### src/rtl/mem_arbiter.sv
// mem_arbiter: arbitrates instruction fetches and data accesses onto one memory port
module mem_arbiter #(
  parameter int ADDR_W         = 32,
  parameter int DATA_W         = 32,
  parameter int MAX_DATA_BURST = 4
) (
  input  logic              clk,
  input  logic              rst_n,
  input  logic              inst_ren,
  input  logic [ADDR_W-1:0] inst_addr,
  output logic [DATA_W-1:0] inst_data,
  output logic              inst_stall,
  input  logic              mem_ren,
  input  logic              mem_wen,
  input  logic [ADDR_W-1:0] mem_addr,
  input  logic [DATA_W-1:0] mem_dout,
  output logic [DATA_W-1:0] mem_din,
  output logic              mem_stall,
  output logic              ram_cs,
  output logic              ram_we,
  output logic [ADDR_W-1:0] ram_addr,
  output logic [DATA_W-1:0] ram_wdata,
  input  logic [DATA_W-1:0] ram_rdata,
  input  logic              ram_ack,
  output logic              busy
);
  typedef enum logic [1:0] {IDLE, INST, DATA} state_t;
  state_t            state_q, state_d;
  logic [ADDR_W-1:0] addr_q, addr_d;
  logic [DATA_W-1:0] wdata_q, wdata_d, inst_data_q, inst_data_d, mem_din_q, mem_din_d;
  logic              we_q, we_d, inst_done_q, inst_done_d, data_done_q, data_done_d;
  logic [3:0]        burst_q, burst_d;
  logic              data_req, inst_win, can_grant;
  assign data_req   = mem_ren | mem_wen;
  assign inst_win   = inst_ren & (~data_req | (burst_q == 4'(MAX_DATA_BURST)));
  // a done pulse blocks granting so the requester can drop or replace its request
  assign can_grant  = (state_q == IDLE) & ~inst_done_q & ~data_done_q;
  assign ram_cs     = state_q != IDLE;
  assign busy       = state_q != IDLE;
  assign ram_we     = we_q;
  assign ram_addr   = addr_q;
  assign ram_wdata  = wdata_q;
  assign inst_data  = inst_data_q;
  assign mem_din    = mem_din_q;
  assign inst_stall = inst_ren & ~inst_done_q;
  assign mem_stall  = data_req & ~data_done_q;
  // next-state: grant in IDLE, hold the access until ack, latch read data on ack
  always_comb begin
    state_d     = state_q;
    addr_d      = addr_q;
    wdata_d     = wdata_q;
    we_d        = we_q;
    burst_d     = burst_q;
    inst_data_d = inst_data_q;
    mem_din_d   = mem_din_q;
    inst_done_d = (state_q == INST) & ram_ack;
    data_done_d = (state_q == DATA) & ram_ack;
    if (state_q == IDLE) begin
      if (!inst_ren) burst_d = '0;
      if (can_grant && inst_win) begin
        state_d = INST;
        addr_d  = inst_addr;
        we_d    = 1'b0;
        burst_d = '0;
      end else if (can_grant && data_req) begin
        state_d = DATA;
        addr_d  = mem_addr;
        wdata_d = mem_dout;
        we_d    = mem_wen;
        if (inst_ren && burst_q != 4'(MAX_DATA_BURST)) burst_d = burst_q + 4'd1;
      end
    end else if (ram_ack) begin
      state_d = IDLE;
      if (state_q == INST) inst_data_d = ram_rdata;
      if (state_q == DATA && !we_q) mem_din_d = ram_rdata;
    end
  end
  // state and datapath registers, cleared asynchronously so a reset abandons any access
  always_ff @(posedge clk or negedge rst_n) begin
    if (!rst_n) begin
      state_q     <= IDLE;
      addr_q      <= '0;
      wdata_q     <= '0;
      we_q        <= 1'b0;
      burst_q     <= '0;
      inst_data_q <= '0;
      mem_din_q   <= '0;
      inst_done_q <= 1'b0;
      data_done_q <= 1'b0;
    end else begin
      state_q     <= state_d;
      addr_q      <= addr_d;
      wdata_q     <= wdata_d;
      we_q        <= we_d;
      burst_q     <= burst_d;
      inst_data_q <= inst_data_d;
      mem_din_q   <= mem_din_d;
      inst_done_q <= inst_done_d;
      data_done_q <= data_done_d;
    end
  end
endmodule

### config.mk
export PLATFORM = sky130hd
export DESIGN_NAME = mem_arbiter
export DESIGN_NICKNAME = d
export VERILOG_FILES = /design/src/rtl/mem_arbiter.sv
export SDC_FILE = /design/constraint.sdc
export NUM_CORES = 1
export LEC_CHECK = 0
export CAP_MARGIN = 20
export CORE_MARGIN = 2
export CORE_UTILIZATION = 44
export DETAILED_ROUTE_END_ITERATION = 12
export PLACE_DENSITY_LB_ADDON = 0.3
export SLEW_MARGIN = 20
export SYNTH_ARGS = -nofsm -noshare
export SYNTH_HDL_FRONTEND = slang
export SYNTH_SLANG_ARGS = --single-unit
### constraint.sdc
create_clock -name clk -period 3.14 [get_ports clk]
set_input_delay 0.628 -clock clk [delete_from_list [all_inputs] [get_ports clk]]
set_output_delay 0.628 -clock clk [all_outputs]
set_load 0.01 [all_outputs]
==> reports/results.ini, run 1 <==
[status]
status = complete, no violations

[run]
drv_cap = 0

[place]
io_buffers = 266
place_hpwl_um = 11300
numPlacedInstances = 795
place_congestion = 0.833
place_ws_ns = 0.328

[critical_path]
cp_max_fo = 8
path_class = input port to output port
required_ns = 2.51
r2r_slack_ns = 0.83
worstPathArrival_ns = 2.11
r2r_start = state_q[1]$_DFFE_PN0P_
end_kind = output port
r2r_cells = 4
start_kind = input port
r2r-end = ram_wdata[12]$_DFFE_PN0P_

[sta]
rsz0062_at_grt = no
setup_tns_ns = 0
post-route-period-util_pct = 87.1
slew_violations = 0
hold_viol = 0
slew_headroom_pct = 54.3
worstMarginPinSlew_ns = 0.685
timing.final.ws_setup_ns = 0.404
skew_ns = 0.00468
fmax_ghz = 0.366
post-route-min-period_ns = 2.74
setup_viol = 0

[route]
detail-route-antenna-nets = 0
post-route-drc-count = 0
drt_iter0_drc = 145
drt-pass1-iter-count = 4
vias = 4276
viasPerCell = 5.19
wire_per_inst_um = 18.9
drt_wl_total_um = 15600

[clocking]
cts_buffers = 17
clock-sinks = 137
cts_setup_buffers = 0
cts_resized = 0
clock_path_buffers = 2
cts_tree = done
clkTransAtPathRegs_ns = 0.05
clock_latency_ns = 0.41
cts_max_level = 4
clock-root-buffer = clkbuf_16
cts_hold_buf = 0

[die]
fp-row-count = 40
die_w_um = 115
start_util_pct = 44.9
dieArea_um2 = 13200
core_area_um2 = 12000
io_pins = 267
die_h_um = 115

[logic_synthesis]
synth_edf_count = 0
yosys_warnings = 0
synth_nets = 533
synthTopCellsByArea = dfrtp_1 (63%), mux2_2 (19%), nor2_1 (4.2%)
yosys_most_used_dff = dfrtp_1
syn_inst = 397
syn_avg_cell_area_um2 = 13.6
yosysMostFrequentCell = dfrtp_1
ys_ff_latch = 137
synth_top_cell_by_area = dfrtp_1
synthTopCellsByCount = dfrtp_1 (137), mux2_2 (92), nor2_1 (60)
synth.distinct_cells = 33
synth.top_cell.area_share_pct = 63.5
synthArstFlopShare_pct = 100
syn_area_um2 = 5400
ys_seq_area_share_pct = 63.5

[cells_and_area]
fin_nets = 803
synthToLayoutAreaGrowth_pct = 61.8
layout-drive-gt1-share_pct = 19.8
num_antenna_cells = 0
multiInputGateArea_um2 = 1830
fin_cells = 824
nFillCells = 838
seq_area_um2 = 3430

[global_routing]
antenna_found_initial = 0
grtUsageTotal_pct = 23.5
overflow = 0
grt_first_pass_wirelength_um = 23500
grt_pass1_vias = 4455
grt_max_degree = 75

[power]
peakVddDrop_mv = 0.659
p_leak_nw = 3.77
power.density_nw_per_um2 = 1040

[hold_path]
hp-class = input port to asynchronous set/reset pin

registers in the layout, summed over array words and instances, names as in the netlist:
name         cells
inst_data       32
mem_din         32
ram_addr        32
ram_wdata       32
burst_q          4
state_q          2
data_done_q      1
inst_done_q      1
ram_we           1
routing by layer:
layer	global-route usage, %	vias to the layer above	wire, µm
li1	-	1926	-
met1	26.3	2103	5910
met2	40.0	212	7610
met3	9.91	35	1570
met4	9.64	0	488
met5	0	-	0
cell type report:
class                           instances  share of cell area [%]
Clock buffer                           26                    5.83
Tap cell                              147                    2.11
Sequential cell                       137                    39.2
Timing Repair Buffer                  275                    31.4
Inverter                                8                   0.344
Clock inverter                          3                   0.172
Multi-Input combinational cell        228                    20.9
cells by family (layout without fill, tap and decap cells):
logic type | count (synthesis) | count (layout) | share of synthesized area [%]
AOI/OAI and AO/OA | 42 | 42 | 4.82
adders and majority gates | 2 | 2 | 0.463
buffers and inverters | 32 | 312 | 2.76
DFF | 137 | 137 | 63.5
muxes | 106 | 106 | 22.2
and+or+nand+nor | 78 | 78 | 6.21
worst max path at each step:
stage	slack, ns	startpoint	depth (start not counted)	to
finish	0.40	mem_wen	4	mem_stall
global route	0.32	mem_wen	4	mem_stall
floorplan	1.11	state_q[1]$_DFFE_PN0P_	6	ram_wdata[10]$_DFFE_PN0P_
CTS	0.39	mem_wen	4	mem_stall
detailed placement	0.33	mem_wen	5	ram_wdata[28]$_DFFE_PN0P_
global placement	0.45	mem_wen	5	ram_wdata[21]$_DFFE_PN0P_
power breakdown:
part | total (mW) | leakage [nW] | internal (mW) | switching, mW
clock network | 1.78 | 0.262 | 1.10 | 0.681
logic | 4.14 | 1.89 | 2.45 | 1.68
registers | 3.14 | 1.62 | 2.65 | 0.487
metrics by stage:
| stage | hold WS (ns) | power (mW) | util (%) | cell area (µm²) |
|---|---|---|---|---|
| 2_1_floorplan | 0.332 | 4.97 | - | 5400 |
| 3_3_place_gp | 0.488 | 7.13 | 68.4 | 8210 |
| 3_5_place_dp | 0.492 | 7.30 | 68.4 | 8210 |
| 4_1_cts | 0.262 | 9.11 | 72.7 | 8740 |
| 5_1_grt | 0.288 | 9.52 | 72.7 | 8740 |
| 6_report | 0.241 | 9.05 | 72.7 | 8740 |
critical path, stage by stage:
cell and delay, ns:
clkdlybuf4s50_1 0.44, nor2_1 0.42, nor2_1 0.10, clkdlybuf4s50_1 0.52
cells in the final DEF, fill, tap and decap left out, drive strengths merged:
cell type and count:
clkinv 3, a22o 1, nand2 3, a32o 1, ha 2, mux2 97, o31ai 1, and3 1
nor4 1, nor2 60, a211o 1, nand4b 1, o22ai 24, a21o 1, dfrtp 137, clkbuf 26
clkdlybuf4s50 265, or4 1, nand3 3, mux2i 9, inv 8, o211ai 1, nor4b 2, and2 1
a21oi 9, nor3 2, o21ai 3, nand4 1, and3b 1, nor2b 1, buf 10
Power figures use the tool's default switching activity.
==> run 2: changes to the inputs <==
MAX_ROUTING_LAYER = met4   (was unset)
==> reports/results.ini, run 2 (synthesized netlist as in run 1, its figures left out) <==
[status]
status = complete, no violations

[power]
p_int_mw = 6.20
switching_share_pct = 31.5
clkPwrFrac_pct = 19.6
peakVddDrop_mv = 0.660
power.density_nw_per_um2 = 1040
pwr-share-seq_pct = 34.7
p_leak_nw = 3.77
p_switching_mw = 2.85
combPwrFrac_pct = 45.7

[cells_and_area]
num_antenna_cells = 0
nFillCells = 838
layout-drive-gt1-share_pct = 19.8
final_cell_mix = clkdlybuf4s50_1 (265), dfrtp_1 (137), mux2_2 (92)
seq_area_um2 = 3430
multiInputGateArea_um2 = 1830
fin_nets = 803
synthToLayoutAreaGrowth_pct = 61.8
finalInstanceArea_um2 = 8740
layout_commonest_cell = clkdlybuf4s50_1

[place]
placed_area_um2 = 8210
place_congestion = 0.846
place_hpwl_um = 11300
io_buffers = 266

[critical_path]
start_kind = input port
path_class = input port to output port
max_stage_delay_ns = 0.52
cp_max_fo = 8
cp_slowest_cell = clkdlybuf4s50_1
path_cells = clkdlybuf4s50_1, nor2_1, nor2_1, clkdlybuf4s50_1
end_kind = output port
worstPathArrival_ns = 2.11
required_ns = 2.51

[sta]
holdWs_ns = 0.245
worstMarginPinSlew_ns = 0.685
post-route-period-util_pct = 87.2
slew_violations = 0
setup_tns_ns = 0
setup_viol = 0
slew_headroom_pct = 54.3
fmax_ghz = 0.365
skew_ns = 0.00521
post-route-min-period_ns = 2.74
rsz0062_at_grt = no
hold_viol = 0

[die]
dieArea_um2 = 13200
io_pins = 267
die_w_um = 115
fp-row-count = 40
core_area_um2 = 12000
die_h_um = 115
start_util_pct = 44.9

[route]
met2WireLength_um = 7590
post-route-drc-count = 0
wl_met1_um = 6070
vias = 4302
drt_wl_total_um = 15600
drt-pass1-iter-count = 4
dr.max_layer_used = met4
wire_per_inst_um = 18.9
drt_iter0_drc = 178
viasPerCell = 5.22
detail-route-antenna-nets = 0
dr_wl_met3_um = 1400

[clocking]
clkTransAtPathRegs_ns = 0.05
cts_tree = done
clock_path_buffers = 2
clock-sinks = 137
clock_latency_ns = 0.40
cts_setup_buffers = 0
cts_max_level = 4
cts_buffers = 17
clock-root-buffer = clkbuf_16
cts_hold_buf = 0
cts_resized = 0

[global_routing]
grt_first_pass_wirelength_um = 23400
antenna_found_initial = 0
grtUsageTotal_pct = 24.3
grt_max_degree = 75
overflow = 0
grt_pass1_vias = 4463

[run]
drv_cap = 0

[hold_path]
hp-class = input port to asynchronous set/reset pin

-- run 2: cell counts in the layout (fill, tap and decap cells not counted) --
No cell type changed its count.
-- run 2: stage by stage --
step                      power (mW)  instances  utilization (%)  worst slack (ns)
after detailed placement        7.30        795             68.4             0.328
final                           9.05        824             72.7             0.402
after floorplan                 4.97        397                -              1.11
after global routing            9.52        824             72.7             0.324
after CTS                       9.11        824             72.7             0.394
after global placement          7.13        795             68.4             0.450
-- run 2: per-layer routing --
metal  vias up  track usage, %
li1       1929               -
met2       212            39.9
met5         -               -
met1      2126            27.2
met4         0            9.64
met3        35            8.80
-- run 2: power by group through the flow --
stage | logic [mW] | clock network [mW] | registers (mW)
after floorplan | 1.48 | 0 | 3.49
after global placement | 4.03 | 0 | 3.10
after detailed placement | 4.14 | 0 | 3.15
after CTS | 4.17 | 1.80 | 3.14
after global routing | 4.40 | 1.88 | 3.23
final | 4.14 | 1.77 | 3.14
-- run 2: layout make-up --
| class | instances | share of cell area (%) |
|---|---|---|
| inverter | 8 | 0.344 |
| clock buffer | 26 | 5.83 |
| clock inverter | 3 | 0.172 |
| sequential | 137 | 39.2 |
| tap | 147 | 2.11 |
| multi-input combinational | 228 | 20.9 |
| timing repair buffer | 275 | 31.4 |
-- run 2: worst paths after layout --
kind | cells past startpoint | end | from | slack, ns
min | 1 | mem_din[11]$_DFFE_PN0P_ | rst_n | 0.24
max reg2reg | 4 | ram_wdata[28]$_DFFE_PN0P_ | state_q[1]$_DFFE_PN0P_ | 0.82
max | 4 | mem_stall | mem_wen | 0.40
min in group clk | 1 | inst_data[5]$_DFFE_PN0P_ | inst_data[5]$_DFFE_PN0P_ | 0.50
max in group asynchronous | 2 | ram_wdata[18]$_DFFE_PN0P_ | rst_n | 2.13
min reg2reg | 1 | inst_data[5]$_DFFE_PN0P_ | inst_data[5]$_DFFE_PN0P_ | 0.50
-- run 2: critical path, delay by kind of cell --
| family | cells | cell delay, ns |
|---|---|---|
| simple gates | 2 | 0.52 |
| buf+inv | 2 | 0.96 |
